`src/rtl/forward_stall_unit.sv`:
```
// rtl/forward_stall_unit.sv - operand forwarding select and issue stall control for an ID/EX/MEM/WB pipe
//
// Ports:
//   clk, rst            rising-edge clock, synchronous active-high reset
//   id_valid            ID holds an instruction offered for issue
//   id_rs               NUM_SRC packed source addresses, source i at [i*REG_AW +: REG_AW]
//   id_rd               destination address of the ID instruction
//   id_reg_write        ID instruction writes id_rd
//   id_is_load          ID instruction is a load (result only available from WB)
//   id_is_multi         ID instruction occupies EX for MULTI_LAT cycles
//   ex_flush            squash the ID instruction and the EX contents
//   id_ready            ID instruction accepted this cycle
//   fwd_sel             per-source EX operand select: 00 regfile, 01 WB, 10 MEM
//   ex_busy             EX holds a multi-cycle op with cycles remaining
//   stall_count         saturating count of cycles with id_valid=1 and id_ready=0

module forward_stall_unit #(
  parameter int NUM_SRC   = 2,
  parameter int REG_AW    = 5,
  parameter int MULTI_LAT = 4
) (
  input  logic                      clk,
  input  logic                      rst,
  input  logic                      id_valid,
  input  logic [NUM_SRC*REG_AW-1:0] id_rs,
  input  logic [REG_AW-1:0]         id_rd,
  input  logic                      id_reg_write,
  input  logic                      id_is_load,
  input  logic                      id_is_multi,
  input  logic                      ex_flush,
  output logic                      id_ready,
  output logic [2*NUM_SRC-1:0]      fwd_sel,
  output logic                      ex_busy,
  output logic [31:0]               stall_count
);

  localparam logic [3:0]        MULTI_INIT = 4'(MULTI_LAT - 1);
  localparam logic [REG_AW-1:0] ZERO_REG   = '0;

  // stage tags
  logic                      ex_valid, ex_reg_write, ex_is_load;
  logic [REG_AW-1:0]         ex_rd;
  logic [NUM_SRC*REG_AW-1:0] ex_rs;
  logic                      mem_valid, mem_reg_write, mem_is_load;
  logic [REG_AW-1:0]         mem_rd;
  logic                      wb_valid, wb_reg_write;
  logic [REG_AW-1:0]         wb_rd;

  logic [3:0]  multi_cnt;
  logic [31:0] stall_cnt_q;

  logic busy_q;
  logic load_use;

  assign busy_q = (multi_cnt != 4'd0);

  // A load sitting in EX cannot feed the ID instruction; hold ID one cycle so
  // the load reaches WB by the time the consumer is in EX.
  always_comb begin
    load_use = 1'b0;
    if (id_valid && ex_valid && ex_is_load && ex_reg_write && (ex_rd != ZERO_REG)) begin
      for (int i = 0; i < NUM_SRC; i++) begin
        if (id_rs[i*REG_AW +: REG_AW] == ex_rd) load_use = 1'b1;
      end
    end
  end

  // A flush always accepts (and discards) the ID slot.
  assign id_ready    = !rst && (ex_flush || !(busy_q || load_use));
  assign ex_busy     = !rst && busy_q;
  assign stall_count = rst ? 32'd0 : stall_cnt_q;

  // MEM wins over WB as the younger producer; loads never forward from MEM.
  always_comb begin
    fwd_sel = '0;
    if (!rst) begin
      for (int i = 0; i < NUM_SRC; i++) begin
        if (ex_rs[i*REG_AW +: REG_AW] != ZERO_REG) begin
          if (mem_valid && mem_reg_write && !mem_is_load &&
              (mem_rd == ex_rs[i*REG_AW +: REG_AW]))
            fwd_sel[2*i +: 2] = 2'b10;
          else if (wb_valid && wb_reg_write && (wb_rd == ex_rs[i*REG_AW +: REG_AW]))
            fwd_sel[2*i +: 2] = 2'b01;
        end
      end
    end
  end

  always_ff @(posedge clk) begin
    if (rst) begin
      ex_valid      <= 1'b0;
      ex_reg_write  <= 1'b0;
      ex_is_load    <= 1'b0;
      ex_rd         <= '0;
      ex_rs         <= '0;
      mem_valid     <= 1'b0;
      mem_reg_write <= 1'b0;
      mem_is_load   <= 1'b0;
      mem_rd        <= '0;
      wb_valid      <= 1'b0;
      wb_reg_write  <= 1'b0;
      wb_rd         <= '0;
      multi_cnt     <= 4'd0;
      stall_cnt_q   <= 32'd0;
    end else begin
      // WB always takes MEM
      wb_valid     <= mem_valid;
      wb_reg_write <= mem_reg_write;
      wb_rd        <= mem_rd;

      if (ex_flush || busy_q) begin
        // squashed or still-running EX op produces nothing downstream yet
        mem_valid     <= 1'b0;
        mem_reg_write <= 1'b0;
        mem_is_load   <= 1'b0;
        mem_rd        <= '0;
      end else begin
        mem_valid     <= ex_valid;
        mem_reg_write <= ex_reg_write;
        mem_is_load   <= ex_is_load;
        mem_rd        <= ex_rd;
      end

      if (ex_flush || (!busy_q && load_use)) begin
        ex_valid     <= 1'b0;
        ex_reg_write <= 1'b0;
        ex_is_load   <= 1'b0;
        ex_rd        <= '0;
        ex_rs        <= '0;
        multi_cnt    <= 4'd0;
      end else if (busy_q) begin
        multi_cnt <= multi_cnt - 4'd1;
      end else begin
        ex_valid     <= id_valid;
        ex_reg_write <= id_reg_write;
        ex_is_load   <= id_is_load;
        ex_rd        <= id_rd;
        ex_rs        <= id_rs;
        multi_cnt    <= (id_valid && id_is_multi) ? MULTI_INIT : 4'd0;
      end

      if (id_valid && !id_ready && (stall_cnt_q != 32'hFFFF_FFFF))
        stall_cnt_q <= stall_cnt_q + 32'd1;
    end
  end

endmodule

```
`config.mk`:
```
export PLATFORM = sky130hd
export DESIGN_NAME = forward_stall_unit
export DESIGN_NICKNAME = d
export VERILOG_FILES = /design/src/rtl/forward_stall_unit.sv
export SDC_FILE = /design/constraint.sdc
export NUM_CORES = 1
export LEC_CHECK = 0
export ABC_AREA = 0
export BUFFER_PORTS_ARGS = -buffer_cell sky130_fd_sc_hd__clkbuf_2
export CAP_MARGIN = 15
export CORE_ASPECT_RATIO = 2
export CORE_MARGIN = 4
export CORE_UTILIZATION = 51
export CTS_BUF_LIST = sky130_fd_sc_hd__clkbuf_16
export CTS_CLUSTER_DIAMETER = 50
export DETAILED_ROUTE_END_ITERATION = 10
export PLACE_DENSITY = 0.83
export SETUP_SLACK_MARGIN = 0.05
export SYNTH_ARGS = -nofsm -noshare
export SYNTH_HDL_FRONTEND = slang
export SYNTH_SLANG_ARGS = --single-unit
```
`constraint.sdc`:
```
create_clock -name clk -period 2.1 [get_ports clk]
set_input_delay 0 -clock clk [delete_from_list [all_inputs] [get_ports clk]]
set_output_delay 0 -clock clk [all_outputs]
set_load 0.05 [all_outputs]
```
; ---- Word-level counts from Yosys, hierarchy flattened
; Index checks and enable logic that the tools add are counted.
[totals]
input_bits = 22
output_inout_bits = 38
regBits = 69
elab_cells = 68
[classes]
n_mux = 13
reduce_logical = 32
n_addsub = 2
eq_ne = 7
[ops]
columns = operator, n
row1 = $add A32 B1 Y32 const B, 1
row2 = $mux W32, 1
row3 = $ne A32 B32 Y1 const B, 1
row4 = $eq A5 B5 Y1, 6
row5 = $logic_and A1 B1 Y1, 17
row6 = $reduce_bool A5 Y1, 3
row7 = $mux W2, 5
row8 = $mux W4, 2
row9 = $logic_not A1 Y1, 5
row10 = $mux W1, 5
row11 = $logic_or A1 B1 Y1, 4
row12 = $reduce_bool A4 Y1, 1
row13 = $reduce_or A2 Y1, 2
row14 = $sub A4 B1 Y4 const B, 1

; ---- Longest topological paths before layout
; Gate-level depths: netlist of the first run.
[logic_depth]
ltp_word = 12
mapped_depth = 8
depth_no_buf = 7

; ---- Least setup slack after synthesis of the first run
; OpenSTA, ideal clock, no wires.
[synth_path]
path_kind = register -> register
from = register stall_cnt_q[0]
to = register stall_cnt_q[17]
period_less_slack_ns = 2.005
required_time_ns = 1.977
stages_incl_launch_ff = 9
setup_time_ns = 0.123
arrival_time_ns = 1.882
n_path_buf = 1
path_slack_ns = 0.095
path_cell_list = dfxtp_1 ha_1 inv_1 nor4_2 nand3_2 nor2_4 buf_6 nor3_1 mux2_1
[synth_via]
elab_chain_len = 2
word_cells_on_any_way = 3
classes_between = add/sub (1) / eq/ne (1) / reduce/logical (1)
[synth_rtl]
columns = item, line_no
row1 = "start, declared", 50  ; logic [31:0] stall_cnt_q;
row2 = "start signal, assigned", 143  ; stall_cnt_q <= stall_cnt_q + 32'd1;
row3 = "parallel branches: the longest is 2 deep, another holds $add A32 B1 Y32", n/a
; Parallel ways; which one is timed is not known.
; A chain may end at the register's enable or synchronous reset.

; ---- Worst setup path in the final report of the first run
[layout_path]
from = input id_rs[9]
to = register stall_cnt_q[7]
[layout_via]
elab_chain_len = 10
[layout_rtl]
columns = item, line_no
row1 = "start, declared", 25  ; input logic [NUM_SRC*REG_AW-1:0] id_rs,
row2 = $eq A5 B5 Y1, 63  ; if (id_rs[i*REG_AW +: REG_AW] == ex_rd) load_use = 1'b1;
row3 = $mux W1, 63
row4 = $mux W1, 61  ; if (id_valid && ex_valid && ex_is_load && ex_reg_write && (ex_rd != ZERO_REG)) begin
row5 = $logic_or A1 B1 Y1, 69  ; assign id_ready = !rst && (ex_flush || !(busy_q || load_use));
row6 = $logic_not A1 Y1, 69
row7 = $logic_or A1 B1 Y1, 69
row8 = $logic_and A1 B1 Y1, 69
row9 = $logic_not A1 Y1, 142  ; if (id_valid && !id_ready && (stall_cnt_q != 32'hFFFF_FFFF))
row10 = $logic_and A1 B1 Y1 (2 in a row), 142
; Every way passes these cells.

==> results of run 1 <==
[state kept, by name, indices dropped and copies added, names as in the netlist]
name / count
wb_rd: 5
stall_cnt_q: 32
ex_reg_write: 1
ex_is_load: 1
mem_reg_write: 1
ex_rs: 10
mem_valid: 1
ex_valid: 1
ex_rd: 5
mem_rd: 5
wb_reg_write: 1
mem_is_load: 1
wb_valid: 1
multi_cnt: 4
[synth_stat cells, types with 2 or more instances]
cell       n  area [um2]
nor3_1    21       105.1
a21oi_1   23       115.1
nand4_1    7       43.79
xor2_1    17       148.9
or3_1      6       37.54
clkbuf_1  18       67.56
and4_1     2       17.52
nand2_1   50       187.7
or4_1      2       15.01
inv_1      7       26.28
nand3_2    3       30.03
dfxtp_1   69        1381
nand3_1   17       85.08
xnor2_1   14       122.6
mux2_1     2       22.52
a31oi_1    2       12.51
nor4b_1    6       52.55
o21ai_0    5       25.02
buf_6      2       22.52
and3_1    14       87.58
mux2_2    26       292.8
nor2_1    47       176.4
nor4_1    12       75.07
ha_1       2       25.02
nor2b_1   37       231.5
buf_2      2       10.01
[cell type report]
type | count | area share
well taps | 88 | 0.02305
flip-flops and latches | 69 | 0.2916
clock buffers | 9 | 0.04716
repair buffers | 106 | 0.1540
multi-input cells | 329 | 0.4666
inverters | 7 | 0.005502
clock inverters | 7 | 0.01205
[path summary, 6_finish.rpt]
kind / from / endpoint / cells after the start / slack [ns]
worst min-delay path: rst / wb_rd[3] / 3 / 0.19
worst min register to register: mem_valid / wb_valid / 1 / 0.46
worst max register to register: ex_rd[4] / stall_cnt_q[7] / 7 / 0.05
worst max-delay path: id_rs[9] / stall_cnt_q[7] / 9 / 0.02
[per-stage QoR]
stage	total power, uW	util	setup TNS (ns)	hold slack, ns	setup WS, ns
2_1_floorplan	1641	-	0	0.07587	0.09468
3_3_place_gp	1742	0.6032	-0.07112	0.2210	-0.07112
3_5_place_dp	1757	0.6032	-0.1332	0.2314	-0.09724
4_1_cts	3214	0.6829	0	0.1789	0.04169
5_1_grt	3346	0.7100	-0.06815	0.2107	-0.02858
6_report	3221	0.7100	0	0.1938	0.02440
[per-layer routing]
layer / vias up / track usage / share of wire
li1: 1674 / - / -
met1: 1618 / 0.2224 / 0.34
met2: 125 / 0.4466 / 0.57
met3: 36 / 0.04690 / 0.043
met4: 0 / 0.1256 / 0.039
met5: - / 0 / 0
[timing repair]
action	CTS	global route
endpoints found under the setup margin	16	30
pin swaps	2	4
hold endpoints to repair	21	0
buffers inserted	2	6
resized for setup	8	30
hold buffers	20	0
[critical path: stages]
cell and delay (ns):
dlygate4sd3_1 0.55, clkbuf_2 0.14, xnor2_1 0.19, nand3_1 0.18, o22ai_4 0.19, a31oi_4 0.12, buf_12 0.20, nor4b_2 0.35
mux2_2 0.37
[kinds of logic after synthesis]
| kind of cell | Yosys count |
|---|---|
| simple gates | 232 |
| flops | 69 |
| compound gates | 36 |
| xor+xnor | 31 |
| buf+inv | 29 |
| mux | 28 |
| fa+ha+maj | 2 |
[where the power goes]
part	switching [uW]	internal, uW	total [uW]
Combinational	241	166	407
Clock	536	899	1430
Sequential	35.9	1340	1380
Total	813	2410	3220
==> metrics.csv, run 1 <==
metric,value,unit
area_growth,33.70,%
p_leak,0.002009,uW
min_period_over_period,0.9884,
ys_seq_area_frac,0.3867,
drive_above_1_share,0.3131,
setup_viol,0,
nFillCells,523,
synth_compound_area_frac,0.06235,
antenna_found_initial,0,
grt_pass1_vias,3478,
ys_seq_elements,69,
boundaryPins,60,
dieArea,8489,um2
synthCells,427,
yosys_warnings,0,
core,6726,um2
p_per_area,674.5,nW/um2
antennaDiodeCount,0,
fin_skew,0.005677,ns
grt_start_max_net_pins,42,
rows,42,
vias,3453,
grt_first_pass_wirelength,15480,um
final_common_cell,dfxtp_1,
hp-class,in2reg,
clk_pin_slew,0.05,ns
synth_fp_nets,451,
outcome,completed,
overflow,0,
htreeDepth,3,
maxSlewViolCount,0,
routed_wl,9604,um
max_freq,0.4818,GHz
wl_per_cell,15.62,um
cts_made_buffers,9,
synthMuxAreaShare,0.08827,
ir_worst_vdd,0.5371,mV
hpwl,6457,um
grt_setup_unrepaired,true,
synth_top_family_by_area,simple AND/OR/NAND/NOR gates,
final_hold_viol_count,0,
placed_cell_area,4058,um2
cts_tree,built,
die_h,126.4,um
slew_headroom,0.6301,
cts_sinks,69,
cts_root_buf,clkbuf_16,
synth.distinct_cells,40,
drc,0,
drtAntennaViolNets,0,
synth-simple-area-share,0.3443,
syn_area_per_cell,8.366,um2
start_util,0.5311,
grt_util_all_layers,0.2355,
required,2.32,ns
worst_pin_slew,0.5506,ns
critPathLaunchType,primary input,
multiInputGateArea,2228,um2
drt-pass1-iter-count,4,
finalNetCount,546,
netlist_area,3572,um2
final_cell_mix,"60 x dfxtp_1, 59 x clkbuf_2, 50 x nand2_1",
synth_fa_ha_area_frac,0.007005,
clkLatencyLatePin,0.33,ns
seq_area,1393,um2
design_area,4776,um2
cp-end-kind,flip-flop,
finalCriticalPeriod,2.076,ns
maxCapViolations,0,
die_x,67.18,um
cp_max_fo,37,
arrival,2.30,ns
ys.flop_type,dfxtp_1,
place_congestion,0.7923,
finalNonFillerCells,615,
clk_path_buf_depth,2,
port-buffer-count,59,
synth_edf_count,0,
synthXorXnorAreaFrac,0.07601,
vias_per_cell,5.615,
worst-setup-path-type,in2reg,
async_reset_ff_frac,0,
drt_iter0_markers,322,
dp_cells,571,
Note: power is estimated with default switching activity, not from simulation.
==> run 2, diff against run 1 <==
ABC_AREA = 1   (was 0)
CORE_UTILIZATION = 52   (was 51)
==> run 2 against run 1 <==
  * Critical path depth increased by 2
  * Synthesized cell count increased by 62%
  * Fmax rose by 6.1%
  * Clock power grew 13%
  * Total power grew 13%
  * Sequential power is essentially flat
  * First-iteration DRC count decreased by 12%
  * Utilization shrank 4.9 points
  * Largest power group unchanged
  * Highest routed layer unchanged
==> metrics.csv, run 2 <==
metric,value,unit,change
regMostFlops,stall_cnt_q,,unchanged
clk_path_buf_depth,2,,unchanged
largest_reg_flops,32,,unchanged
grt_pass1_vias,4351,,was 3478
maxSlewViolCount,0,,unchanged
seq_area,1388,um2,was 1393 um2
placed_cell_area,4623,um2,was 4058 um2
drt-pass1-iter-count,5,,was 4
arrival,1.96,ns,was 2.30 ns
synth_top_area_cell,dfxtp_1,,unchanged
antenna_found_initial,0,,unchanged
final_hold_viol_count,0,,unchanged
maxCapViolations,0,,unchanged
rr_startpoint,stall_cnt_q[0],,was ex_rd[4]
outcome,completed,,unchanged
p_leak,0.002545,uW,was 0.002009 uW
overflow,0,,unchanged
slowest_delay,0.34,ns,was 0.55 ns
design_area,5288,um2,was 4776 um2
syn_area_per_cell,6.187,um2,was 8.366 um2
async_reset_ff_frac,0,,unchanged
yosysMostFrequentCell,nand2_1,,was dfxtp_1
worst-setup-path-type,reg2out,,was in2reg
multiInputGateArea,2301,um2,was 2228 um2
synth_edf_count,0,,unchanged
reg2reg_to,stall_cnt_q[19],,was stall_cnt_q[7]
cts_root_buf,clkbuf_16,,unchanged
drt_iter0_markers,283,,was 322
fin_skew,0.007334,ns,was 0.005677 ns
clockPowerShare,0.443,,was 0.445
dieArea,9824,um2,was 8489 um2
largestRegisters,"stall_cnt_q (32), ex_rs (10)",,unchanged
synthCells,691,,was 427
power.internal,2618,uW,was 2409 uW
wl_per_cell,14.02,um,was 15.62 um
rrSetupSlack,0.18,ns,was 0.05 ns
worst_pin_slew,0.6418,ns,was 0.5506 ns
r2r_cells,12,,was 7
swShare,0.2833,,was 0.2523
antennaDiodeCount,0,,unchanged
finalCriticalPeriod,1.957,ns,was 2.076 ns
cpMaxStageDelayCell,dfxtp_2,,was dlygate4sd3_1
grt_start_max_net_pins,65,,was 42
synth_fp_nets,715,,was 451
vias,4658,,was 3453
cts_made_buffers,9,,unchanged
boundaryPins,60,,unchanged
core,8000,um2,was 6726 um2
clk_pin_slew,0.06,ns,was 0.05 ns
routed_wl,12220,um,was 9604 um
start_util,0.5344,,was 0.5311
required,2.10,ns,was 2.32 ns
grt_setup_unrepaired,true,,unchanged
final_common_cell,nand2_1,,was dfxtp_1
vias_per_cell,5.342,,was 5.615
min_path_cells,4,,was 3
switchingPower,1035,uW,was 812.7 uW
hpwl,8334,um,was 6457 um
ys_seq_area_frac,0.3231,,was 0.3867
rows,46,,was 42
hold_end,multi_cnt[3],,was wb_rd[3]
clkLatencyLatePin,0.34,ns,was 0.33 ns
place_congestion,0.8992,,was 0.7923
ys.flop_type,dfxtp_1,,unchanged
die_h,136.2,um,was 126.4 um
setup_viol,0,,unchanged
min_from,rst,,unchanged
p_per_area,690.9,nW/um2,was 674.5 nW/um2
cts_tree,built,,unchanged
area_growth,23.68,%,was 33.70%
drc,0,,unchanged
final_cell_mix,"172 x nand2_1, 113 x inv_1, 104 x nor2_1",,"was 60 x dfxtp_1, 59 x clkbuf_2, 50 x nand2_1"
place_ws,0.09782,ns,was -0.09724 ns
grt_util_all_layers,0.2499,,was 0.2355
min_period_over_period,0.9318,,was 0.9884
holdWs,0.1248,ns,was 0.1938 ns
p_total,3653,uW,was 3221 uW
fin_tns_setup,0,ns,unchanged
worst_slack,0.1432,ns,was 0.02440 ns
critPathLaunchType,flip-flop,,was primary input
nFillCells,689,,was 523
ir_worst_vdd,0.4337,mV,was 0.5371 mV
die_x,72.12,um,was 67.18 um
finalNetCount,795,,was 546
pwr-share-seq,0.384,,was 0.428
yosys_warnings,0,,unchanged
drtAntennaViolNets,0,,unchanged
synth_area_leaders,"dfxtp_1 32%, nand2_1 15%, inv_1 9.9%, nor2_1 9.5%, nand4_1 5.3%",,"was dfxtp_1 39%, mux2_2 8.2%, nor2b_1 6.5%, nand2_1 5.3%, nor2_1 4.9%"
port-buffer-count,59,,unchanged
grt_first_pass_wirelength,19380,um,was 15480 um
cp_cell_sequence,inv_2 > nand4_1 > o21ai_1 > inv_1 > nand2_1 > nand2_1 > nand2_4 > nand2_8 > buf_12 > inv_1 > clkbuf_8,,was dlygate4sd3_1 > clkbuf_2 > xnor2_1 > nand3_1 > o22ai_4 > a31oi_4 > buf_12 > nor4b_2 > mux2_2
hp-class,in2reg,,unchanged
netlist_area,4275,um2,was 3572 um2
netlist.area_leader.share,0.3231,,was 0.3867
slew_headroom,0.5722,,was 0.6301
power_frac_comb,0.173,,was 0.126
cp-end-kind,output pin,,was flip-flop
max_freq,0.5111,GHz,was 0.4818 GHz
htreeDepth,3,,unchanged
drive_above_1_share,0.1997,,was 0.3131
ys_top_cells_by_count,"172 x nand2_1, 113 x inv_1, 108 x nor2_1",,"was 69 x dfxtp_1, 50 x nand2_1, 47 x nor2_1"
ys_seq_elements,69,,unchanged
cp_max_fo,8,,was 37
cts_sinks,69,,unchanged
synth.distinct_cells,36,,was 40
## run 2: changes by cell type in the layout (fill, tap and decap cells not counted), moves of 8 or more
cell / delta
and3_1: -13
buf_4: -10
inv_1: +106
inv_2: +15
mux2_2: -25
nand2_1: +122
nand3_1: +25
nand4_1: +29
nor2_1: +58
nor2_2: +11
nor2b_1: -37
xnor2_1: -8
xor2_1: -11
## run 2: power by group through the flow
stage / registers (uW) / clock network (uW) / logic [uW]
floorplan: 1420 / 0 / 397
global placement: 1430 / 0 / 509
detailed placement: 1430 / 0 / 525
CTS: 1400 / 1640 / 564
global route: 1410 / 1700 / 688
finish: 1400 / 1620 / 633
## run 2: worst max-delay path by stage
stage | startpoint | to
detailed placement | stall_cnt_q[0] | stall_cnt_q[5]
floorplan | ex_rs[3] | fwd_sel[1]
global placement | stall_cnt_q[0] | stall_cnt_q[5]
CTS | ex_rd[2] | id_ready
global route | ex_rd[4] | id_ready
finish | ex_rd[2] | id_ready
## run 2: cell families after synthesis
| group | after synthesis | share of synthesized area |
|---|---|---|
| adders and majority gates | 2 | 0.005852 |
| xor gates and xnor gates | 12 | 0.02458 |
| AOI/OAI and AO/OA | 37 | 0.05122 |
| and+or+nand+nor | 410 | 0.4422 |
| DFF | 69 | 0.3231 |
| buffers and inverters | 161 | 0.1531 |
## run 2: stage by stage
stage            util  std cells
6_report       0.6609        872
3_5_place_dp   0.5779        828
3_3_place_gp   0.5779        828
2_1_floorplan       -        691
4_1_cts        0.6436        863
5_1_grt        0.6609        872
## run 2: layer usage
metal  GRT usage  part of all wire
met1      0.2534              0.35
met2      0.4589              0.54
met3     0.04219             0.045
met4      0.1517             0.058
met5           0                 0
## run 2: worst max-delay path: cells and delay by family, from the launching register on
kind / cells / cell delay, ns
buffers and inverters: 5 / 0.55
AND/OR/NAND/NOR: 5 / 0.56
flip-flops: 1 / 0.34
AO/OA/AOI/OAI: 1 / 0.16
## run 2: timing repair
item	CTS	global route
setup buffers	0	6
gates resized for setup	5	11
endpoints found under the setup margin	1	24
hold buffers	19	0
pin swaps	0	1
endpoints found under the hold margin	21	0
gates cloned	0	3
## run 2: final cells by class
class	instances	share of cell area
clock buffer	9	0.04259
sequential	69	0.2624
clock inverter	7	0.01704
tap	96	0.02272
inverter	133	0.09442
multi-input combinational	463	0.4352
timing repair buffer	95	0.1257
==> run 3, diff against run 2 <==
==> constraint.sdc (replaced) <==
create_clock -name clk -period 2.1 [get_ports clk]
set_input_delay 0.105 -clock clk [delete_from_list [all_inputs] [get_ports clk]]
set_output_delay 0.105 -clock clk [all_outputs]
set_load 0.05 [all_outputs]
==> run 3 against run 2 <==
  * Final cell count down 2.1%
  * Routed wire length down 1.6%
  * First-iteration DRC count unchanged
  * Fmax down 1.4%
  * Utilization down 3.0 points
  * Largest power group unchanged
  * Via count down 1.2%
  * Clock skew down 0.0027 ns
  * Sequential share of layout area up 1.2 points
  * Critical path depth down 1
  * Die area unchanged
==> metrics.csv, run 3 (same netlist as run 2, synthesis figures left out) <==
metric,value,unit,change
outcome,completed,,unchanged
worst_slack,0.1150,ns,was 0.1432 ns
reg2reg_to,stall_cnt_q[29],,was stall_cnt_q[19]
largestRegisters,"stall_cnt_q (32), ex_rs (10)",,unchanged
finalNonFillerCells,854,,was 872
fin_skew,0.004646,ns,was 0.007334 ns
worst-setup-path-type,reg2out,,unchanged
pwr-share-seq,0.407,,was 0.384
clk_pin_slew,0.05,ns,was 0.06 ns
grt_first_pass_wirelength,19340,um,was 19380 um
vias,4604,,was 4658
clkLatencyLatePin,0.34,ns,about the same
place_ws,0.02828,ns,was 0.09782 ns
seq_area,1386,um2,was 1388 um2
swShare,0.2882,,was 0.2833
htreeDepth,3,,unchanged
dieArea,9824,um2,unchanged
die_x,72.12,um,unchanged
drt-pass1-iter-count,5,,unchanged
worst_pin_slew,0.6393,ns,was 0.6418 ns
dp_cells,832,,was 828
r2r_cells,12,,unchanged
core,8000,um2,unchanged
fin_tns_setup,0,ns,unchanged
finalNetCount,777,,was 795
final_cell_mix,"172 x nand2_1, 115 x inv_1, 107 x nor2_1",,"was 172 x nand2_1, 113 x inv_1, 104 x nor2_1"
cpMaxStageDelayCell,dfxtp_1,,was dfxtp_2
cp_max_fo,8,,unchanged
cts_tree,built,,unchanged
drc,0,,unchanged
final_common_cell,nand2_1,,unchanged
clk_path_buf_depth,2,,unchanged
max_freq,0.5038,GHz,was 0.5111 GHz
antenna_found_initial,0,,unchanged
drt_iter0_markers,283,,unchanged
slowest_delay,0.36,ns,was 0.34 ns
power.internal,2449,uW,was 2618 uW
hold_end,ex_rd[0],,was multi_cnt[3]
boundaryPins,60,,unchanged
holdWs,0.02067,ns,was 0.1248 ns
min_from,id_rd[0],,was rst
drtAntennaViolNets,0,,unchanged
required,2.00,ns,was 2.10 ns
min_path_cells,3,,was 4
clockPowerShare,0.425,,was 0.443
grt_pass1_vias,4581,,was 4351
arrival,1.88,ns,was 1.96 ns
switchingPower,991.4,uW,was 1035 uW
power_frac_comb,0.168,,was 0.173
drive_above_1_share,0.1953,,was 0.1997
crit_start,ex_valid,,was ex_rd[2]
cts_root_buf,clkbuf_16,,unchanged
grt_start_max_net_pins,65,,unchanged
wl_per_cell,14.08,um,was 14.02 um
area_growth,18.03,%,was 23.68%
cp-end-kind,output pin,,unchanged
rows,46,,unchanged
routed_wl,12030,um,was 12220 um
maxSlewViolCount,0,,unchanged
p_per_area,681.7,nW/um2,was 690.9 nW/um2
overflow,0,,unchanged
hp-class,in2reg,,unchanged
cp_cell_sequence,nand3_1 > nor2_1 > o21ai_0 > inv_1 > nand2_1 > nand2_1 > nand2_2 > nand2_8 > inv_1 > buf_2,,was inv_2 > nand4_1 > o21ai_1 > inv_1 > nand2_1 > nand2_1 > nand2_4 > nand2_8 > buf_12 > inv_1 > clkbuf_8
ir_worst_vdd,0.4572,mV,was 0.4337 mV
antennaDiodeCount,0,,unchanged
setup_viol,0,,unchanged
start_util,0.5344,,unchanged
vias_per_cell,5.391,,was 5.342
grt_setup_unrepaired,true,,unchanged
final_hold_viol_count,0,,unchanged
hpwl,8539,um,was 8334 um
cts_made_buffers,9,,unchanged
rrSetupSlack,0.14,ns,was 0.18 ns
regMostFlops,stall_cnt_q,,unchanged
cts_sinks,69,,unchanged
slew_headroom,0.5738,,was 0.5722
grt_util_all_layers,0.2486,,was 0.2499
port-buffer-count,59,,unchanged
rr_startpoint,stall_cnt_q[1],,was stall_cnt_q[0]
maxCapViolations,0,,unchanged
min_period_over_period,0.9452,,was 0.9318
critPathLaunchType,flip-flop,,unchanged
multiInputGateArea,2308,um2,was 2301 um2
p_leak,0.002440,uW,was 0.002545 uW
finalCriticalPeriod,1.985,ns,was 1.957 ns
largest_reg_flops,32,,unchanged
place_congestion,0.9987,,was 0.8992
nFillCells,750,,was 689
die_h,136.2,um,unchanged
run 3: cell types whose count changed in the layout (fill, tap and decap cells not counted), moves of 2 or more:
| cell | previous run | this run |
|---|---|---|
| inv_1 | 113 | 115 |
| nor2_2 | 12 | 8 |
| dlygate4sd3_1 | 19 | 1 |
| buf_4 | 14 | 16 |
| nor2_1 | 104 | 107 |
run 3: critical path, delay by kind of cell (launching register included):
family,cells,cell delay (ns)
compound gates,1,0.14
buf+inv,3,0.32
flops,1,0.36
simple gates,6,0.72
run 3: metrics by stage:
step	total power, uW	area [um2]	util
2_1_floorplan	1814	4275	-
3_3_place_gp	1948	4653	0.5816
3_5_place_dp	1971	4653	0.5816
4_1_cts	3427	4965	0.6206
5_1_grt	3582	5046	0.6307
6_report	3440	5046	0.6307
run 3: power by group through the flow:
stage	registers, uW	logic, uW	clock network, uW
CTS	1400	553	1470
global placement	1420	524	0
global route	1400	639	1540
detailed placement	1430	545	0
finish	1400	579	1460
floorplan	1420	397	0
run 3: what timing repair did:
action | CTS | global route
endpoints found under the setup margin | 2 | 26
cloned | 0 | 2
endpoints found under the hold margin | 1 | 0
resized for setup | 3 | 11
pin swaps | 0 | 1
hold buffers | 1 | 0
setup buffers | 0 | 3
run 3: worst max-delay path by stage:
stage / cells past startpoint / to
floorplan: 5 / fwd_sel[1]
global placement: 14 / stall_cnt_q[5]
detailed placement: 14 / stall_cnt_q[5]
CTS: 12 / id_ready
global route: 12 / id_ready
finish: 10 / id_ready
run 3: layout make-up:
cell class,instances,area share
multi-input combinational,463,0.4575
sequential,69,0.2747
inverter,133,0.09893
timing repair buffer,77,0.08877
clock buffer,9,0.04463
tap,96,0.02380
clock inverter,7,0.01165
run 3: routing by layer:
layer,vias to the layer above,GRT usage,part of all wire,wire length [um]
met5,-,0,0,0
met1,2102,0.2198,0.34,4128
met3,56,0.05477,0.053,633
met4,0,0.1642,0.052,628
li1,2268,-,-,-
met2,178,0.4772,0.55,6636
